`config.mk`:
```
export PLATFORM = sky130hd
export DESIGN_NAME = uart_rx_flat
export DESIGN_NICKNAME = d
export VERILOG_FILES = /design/src/rtl/uart_rx_if.sv /design/src/rtl/uart_rx.sv /design/src/flat_wrapper.sv
export SDC_FILE = /design/constraint.sdc
export NUM_CORES = 1
export LEC_CHECK = 0
export ABC_AREA = 1
export ABC_CLOCK_PERIOD_IN_PS = 3300
export BUFFER_PORTS_ARGS = -buffer_cell sky130_fd_sc_hd__buf_2
export CORE_MARGIN = 1
export CORE_UTILIZATION = 44
export DETAILED_ROUTE_END_ITERATION = 8
export MAX_ROUTING_LAYER = met4
export PLACE_DENSITY = 0.73
export RECOVER_POWER = 100
export SLEW_MARGIN = 20
export SYNTH_ARGS = -nofsm -noshare
export SYNTH_HDL_FRONTEND = slang
export SYNTH_SLANG_ARGS = --single-unit
```
`constraint.sdc`:
```
create_clock -name clk_in -period 3.3 [get_ports clk_in]
set_input_delay 0.33 -clock clk_in [delete_from_list [all_inputs] [get_ports clk_in]]
set_output_delay 0.33 -clock clk_in [all_outputs]
set_load 0.02 [all_outputs]
```
`src/rtl/uart_rx_if.sv`:
```
// Receiver-side bundle: pad line and oversample tick in, received byte and status strobes out.
interface uart_rx_if #(
   parameter int DATA_BITS = 8
);
   logic                 rx_en;
   logic                 rx;
   logic [DATA_BITS-1:0] rx_data;
   logic                 rx_valid;
   logic                 frame_err;
   logic                 busy;

   modport master (
      output rx_en, rx,
      input  rx_data, rx_valid, frame_err, busy
   );

   modport slave (
      input  rx_en, rx,
      output rx_data, rx_valid, frame_err, busy
   );
endinterface

```
`src/rtl/uart_rx.sv`:
```
// 8N1 UART receiver clocked by a 16x oversample tick; start bit re-checked at mid-bit,
// data sampled LSB-first at mid-bit, byte presented with a one-cycle valid strobe.
module uart_rx #(
   parameter int DATA_BITS  = 8,
   parameter int OVERSAMPLE = 16,
   parameter int MID_TICK   = 7
) (
   input  logic     clk_in,
   input  logic     rst_n,
   uart_rx_if.slave bus
);
   localparam int TICK_W = $clog2(OVERSAMPLE);
   localparam int BIT_W  = $clog2(DATA_BITS);
   localparam logic [TICK_W-1:0] LAST_TICK = TICK_W'(OVERSAMPLE - 1);
   localparam logic [TICK_W-1:0] MID       = TICK_W'(MID_TICK);
   localparam logic [BIT_W-1:0]  LAST_BIT  = BIT_W'(DATA_BITS - 1);

   typedef enum logic [1:0] {IDLE, START, DATA, STOP} state_t;

   logic [1:0]           sync_q;
   state_t               state_q, state_d;
   logic [TICK_W-1:0]    tick_q, tick_d;
   logic [BIT_W-1:0]     bit_q, bit_d;
   logic [DATA_BITS-1:0] shift_q, shift_d;
   logic [DATA_BITS-1:0] data_q, data_d;
   logic                 valid_q, valid_d;
   logic                 ferr_q, ferr_d;
   logic                 rx_s;

   assign rx_s = sync_q[1];

   always_ff @(posedge clk_in or negedge rst_n) begin
      if (!rst_n) begin
         sync_q  <= 2'b11;
         state_q <= IDLE;
         tick_q  <= '0;
         bit_q   <= '0;
         shift_q <= '0;
         data_q  <= '0;
         valid_q <= 1'b0;
         ferr_q  <= 1'b0;
      end else begin
         sync_q  <= {sync_q[0], bus.rx};
         state_q <= state_d;
         tick_q  <= tick_d;
         bit_q   <= bit_d;
         shift_q <= shift_d;
         data_q  <= data_d;
         valid_q <= valid_d;
         ferr_q  <= ferr_d;
      end
   end

   always_comb begin
      state_d = state_q;
      tick_d  = tick_q;
      bit_d   = bit_q;
      shift_d = shift_q;
      data_d  = data_q;
      valid_d = 1'b0;
      ferr_d  = 1'b0;
      if (bus.rx_en) begin
         case (state_q)
            IDLE: begin
               if (!rx_s) begin
                  state_d = START;
                  tick_d  = '0;
               end
            end
            START: begin
               tick_d = tick_q + 1'b1;
               if (tick_q == MID) begin
                  // A line back high at mid-start is a glitch, not a frame.
                  if (!rx_s) begin
                     state_d = DATA;
                     tick_d  = '0;
                     bit_d   = '0;
                  end else begin
                     state_d = IDLE;
                  end
               end
            end
            DATA: begin
               tick_d = tick_q + 1'b1;
               if (tick_q == LAST_TICK) begin
                  shift_d = {rx_s, shift_q[DATA_BITS-1:1]};
                  if (bit_q == LAST_BIT) begin
                     state_d = STOP;
                     tick_d  = '0;
                  end else begin
                     bit_d = bit_q + 1'b1;
                  end
               end
            end
            STOP: begin
               tick_d = tick_q + 1'b1;
               // Leaving at mid stop bit leaves half a bit to catch a back-to-back start edge.
               if (tick_q == LAST_TICK) begin
                  state_d = IDLE;
                  if (rx_s) begin
                     data_d  = shift_q;
                     valid_d = 1'b1;
                  end else begin
                     ferr_d = 1'b1;
                  end
               end
            end
            default: state_d = IDLE;
         endcase
      end
   end

   assign bus.rx_data   = data_q;
   assign bus.rx_valid  = valid_q;
   assign bus.frame_err = ferr_q;
   assign bus.busy      = (state_q != IDLE);
endmodule

```
`src/flat_wrapper.sv`:
```
// flat-port wrapper written by rule: the top's interface ports become plain ports
module uart_rx_flat 
#(
   parameter int DATA_BITS  = 8,
   parameter int OVERSAMPLE = 16,
   parameter int MID_TICK   = 7
)
  (clk_in, rst_n, bus_rx_en, bus_rx, bus_rx_data, bus_rx_valid, bus_frame_err, bus_busy);
  uart_rx_if #(.DATA_BITS(DATA_BITS)) bus_i ();
  input  logic clk_in;
  input  logic rst_n;
  input wire logic [$bits(bus_i.rx_en)-1:0] bus_rx_en;
  input wire logic [$bits(bus_i.rx)-1:0] bus_rx;
  output wire logic [$bits(bus_i.rx_data)-1:0] bus_rx_data;
  output wire logic [$bits(bus_i.rx_valid)-1:0] bus_rx_valid;
  output wire logic [$bits(bus_i.frame_err)-1:0] bus_frame_err;
  output wire logic [$bits(bus_i.busy)-1:0] bus_busy;
  assign bus_i.rx_en = bus_rx_en;
  assign bus_i.rx = bus_rx;
  assign bus_rx_data = bus_i.rx_data;
  assign bus_rx_valid = bus_i.rx_valid;
  assign bus_frame_err = bus_i.frame_err;
  assign bus_busy = bus_i.busy;
  uart_rx #(.DATA_BITS(DATA_BITS), .OVERSAMPLE(OVERSAMPLE), .MID_TICK(MID_TICK)) u_core (.clk_in(clk_in), .rst_n(rst_n), .bus(bus_i));
endmodule
```
==> run_results.csv <==
group,metric,value,unit
power_and_ir_drop,powerDensity,631,mW/mm²
floorplan,initial_core_util,0.474,
synthesis,yosysWarningCount,0,
grt,grt_start_max_net_pins,30,
route,wire_per_inst,12.0,µm
final_layout,area_growth,5.87,%
floorplan,core_area,0.00310,mm²
clock_network,insertion_delay,0.34,ns
final_layout,fin_cells,224,
floorplan,die_width,59.8,µm
synthesis,syn_inst,160,
timing,tightest_slew,1.56,ns
placement,gp_congestion,0.890,
synthesis,synthDominantCellAreaShare,0.460,
floorplan,pin_count,15,
grt,antenna_found_initial,0,
final_layout,layout_commonest_cell,"nand2_1",
synthesis,synth-seq-area-share,0.495,
worst_hold_path,hold_path_class,"input pin to flip-flop",
synthesis,synth-edff-count,0,
grt,grt_use_total,0.181,
critical_path,cp_max_fo,16,
synthesis,yosys-top-cells-area,"dfrtp_1 (46%), nand2_1 (12%), o21ai_2 (8.3%)",
clock_network,path_clk_slew,0.10,ns
route,avgViaCountPerCell,4.84,
run,cap_violations,1,
floorplan,rows,20,
final_layout,mostFrequentLayoutCells,"nand2_1 (48), dfrtp_1 (27), inv_1 (21)",
route,drt_first_pass_iters,4,
final_layout,seq_area,728,µm²
clock_network,cts_tree,"yes",
power_and_ir_drop,peakVddDrop,313,µV
critical_path,required,3.55,ns
synthesis,ys_async_sr_fraction,1.00,
final_layout,num-nets-final,191,
critical_path,cp.arrival,2.14,ns
final_layout,nFillCells,339,
floorplan,dieArea,0.00358,mm²
final_layout,drive_gt1_frac,0.0889,
grt,grt_pass1_vias,970,
placement,dpl.hpwl,1840,µm
placement,portBuffers,14,
synthesis,syn_area_per_cell,9.19,µm²
critical_path,slowest_delay,0.46,ns
run_status,status,"finished with violations",
final_layout,insertedDiodeCount,0,
clock_network,clockBufferDepth,2,
route,drtIter0Drc,79,
clock_network,cts_hold_buffers,0,
clock_network,numCtsBuffers,5,
route,via_count,1085,
timing,clock-skew-final,0.0106,ns
grt,grt_first_pass_wirelength,4500,µm
synthesis,ys_ff_latch,29,
final_layout,multi_input_area,547,µm²
timing,max_freq,528,MHz
timing,fin_crit,1.89,ns
critical_path,crit_type,"flip-flop to flip-flop",
critical_path,crit_path_start_kind,"flip-flop",
floorplan,dieHeight,59.8,µm
timing,final.setup.tns,0,ns
critical_path,crit_slowest_cell,"nand4_1",
clock_network,post-cts-setup-buffer-count,0,
synthesis,syn_nets,172,
timing,relSlewSlack,-0.0428,
clock_network,htree_levels,2,
grt,grt_overflow_total,0,
timing,final_hold_viol_count,0,
run_status,failed_checks,"max-capacitance violations, max-slew violations",
route,finalWirelength,2680,µm
clock_network,clock-sinks,29,
clock_network,post_cts_resized,0,
route,post-route-drc-count,0,
synthesis,syn_area,0.00147,mm²
synthesis,ys.flop_type,"dfrtp_1",
synthesis,yosys.area.top_type,"dfrtp_1",
timing,holdWs,0.0824,ns
timing,setup_viol,0,
power_and_ir_drop,power_leakage,0.774,nW
synthesis,ys_types,21,
placement,dpl.cell_count,216,
route,postRouteAntennaNets,0,
timing,drv_slew,30,
critical_path,end_kind,"flip-flop",
clock_network,cts-root-buf,"clkbuf_4",
critical_path,crit_chain,"ha_1 > nand3_1 > clkinv_1 > nand4_1 > o21ai_0",
timing,fin_crit_sh,0.574,
timing,rsz0062_at_grt,"false",
## critical path: cells and delay by family, from the launching register on
family / cells / cell delay [ns]
AND/OR/NAND/NOR: 2 / 0.67
flip-flops: 1 / 0.43
AO/OA/AOI/OAI: 1 / 0.37
adder cells (fa/ha/maj): 1 / 0.25
buffers and inverters: 1 / 0.09
## area by class of cell
class                   count  area share
flip-flops and latches     29       0.468
multi-input cells         107       0.351
inverters                  22      0.0531
repair buffers             14      0.0354
well taps                  44      0.0354
clock buffers               6      0.0330
clock inverters             2      0.0241
## state kept, by name (all words and copies together), names as in the netlist, named ones only
name and flops:
u_core.bus.rx_valid 1, u_core.shift_q 8, u_core.bit_q 3, u_core.sync_q 2, u_core.state_q 1, u_core.tick_q 4
u_core.bus.rx_data 8, u_core.bus.frame_err 1
## worst paths after layout
check	from	endpoint	slack [ns]	cells past startpoint
hold / removal	bus_rx	u_core.sync_q[0]$_DFF_PN1_	0.08	1
min in group asynchronous	rst_n	u_core.bus.frame_err$_DFF_PN0_	0.36	1
setup / recovery	u_core.tick_q[0]$_DFFE_PN0P_	u_core.bus.rx_data[2]$_DFFE_PN0P_	1.41	5
max in group asynchronous	rst_n	u_core.tick_q[3]$_DFFE_PN0P_	2.03	1
setup reg to reg	u_core.tick_q[0]$_DFFE_PN0P_	u_core.bus.rx_data[2]$_DFFE_PN0P_	1.41	5
hold reg to reg	u_core.sync_q[0]$_DFF_PN1_	u_core.sync_q[1]$_DFF_PN1_	0.36	0
## metal layers
layer | up-vias | routed length [µm] | GRT usage
met1 | 511 | 1290 | 0.234
met5 | - | 0 | -
met3 | 6 | 133 | 0.0649
met2 | 19 | 1210 | 0.257
li1 | 549 | - | -
met4 | 0 | 44 | 0.0698
## per-stage QoR
| stage | setup slack, ns | area [µm²] | utilization | power (W) |
|---|---|---|---|---|
| finish | 1.41 | 1560 | 0.502 | 0.000983 |
| floorplan | 1.84 | 1470 | - | 0.000609 |
| global route | 1.14 | 1560 | 0.502 | 0.00104 |
| detailed placement | 1.72 | 1570 | 0.507 | 0.000682 |
| CTS | 1.63 | 1660 | 0.535 | 0.00100 |
| global placement | 1.79 | 1570 | 0.507 | 0.000666 |
## cells by family after synthesis
family,synth area share
and+or+nand+nor,0.249
AOI/OAI and AO/OA,0.116
adders and majority gates,0.0681
DFF,0.495
buffers and inverters,0.0715
## cells in the mapped netlist, types with 2 or more instances
cell     number
dfrtp_1      27
ha_1          8
buf_6         2
o21ai_0       4
nand4_1       8
nor3_1        2
inv_1        21
nor2_1       11
dfstp_2       2
o21ai_2      14
nand3_1       5
a21oi_2       2
nand2_1      46
## power by group
part           switching (W)  internal (W)
registers          0.0000321      0.000380
clock network       0.000137      0.000180
logic               0.000173     0.0000811
total               0.000342      0.000641
No activity file was read; power rests on OpenSTA's default activity.
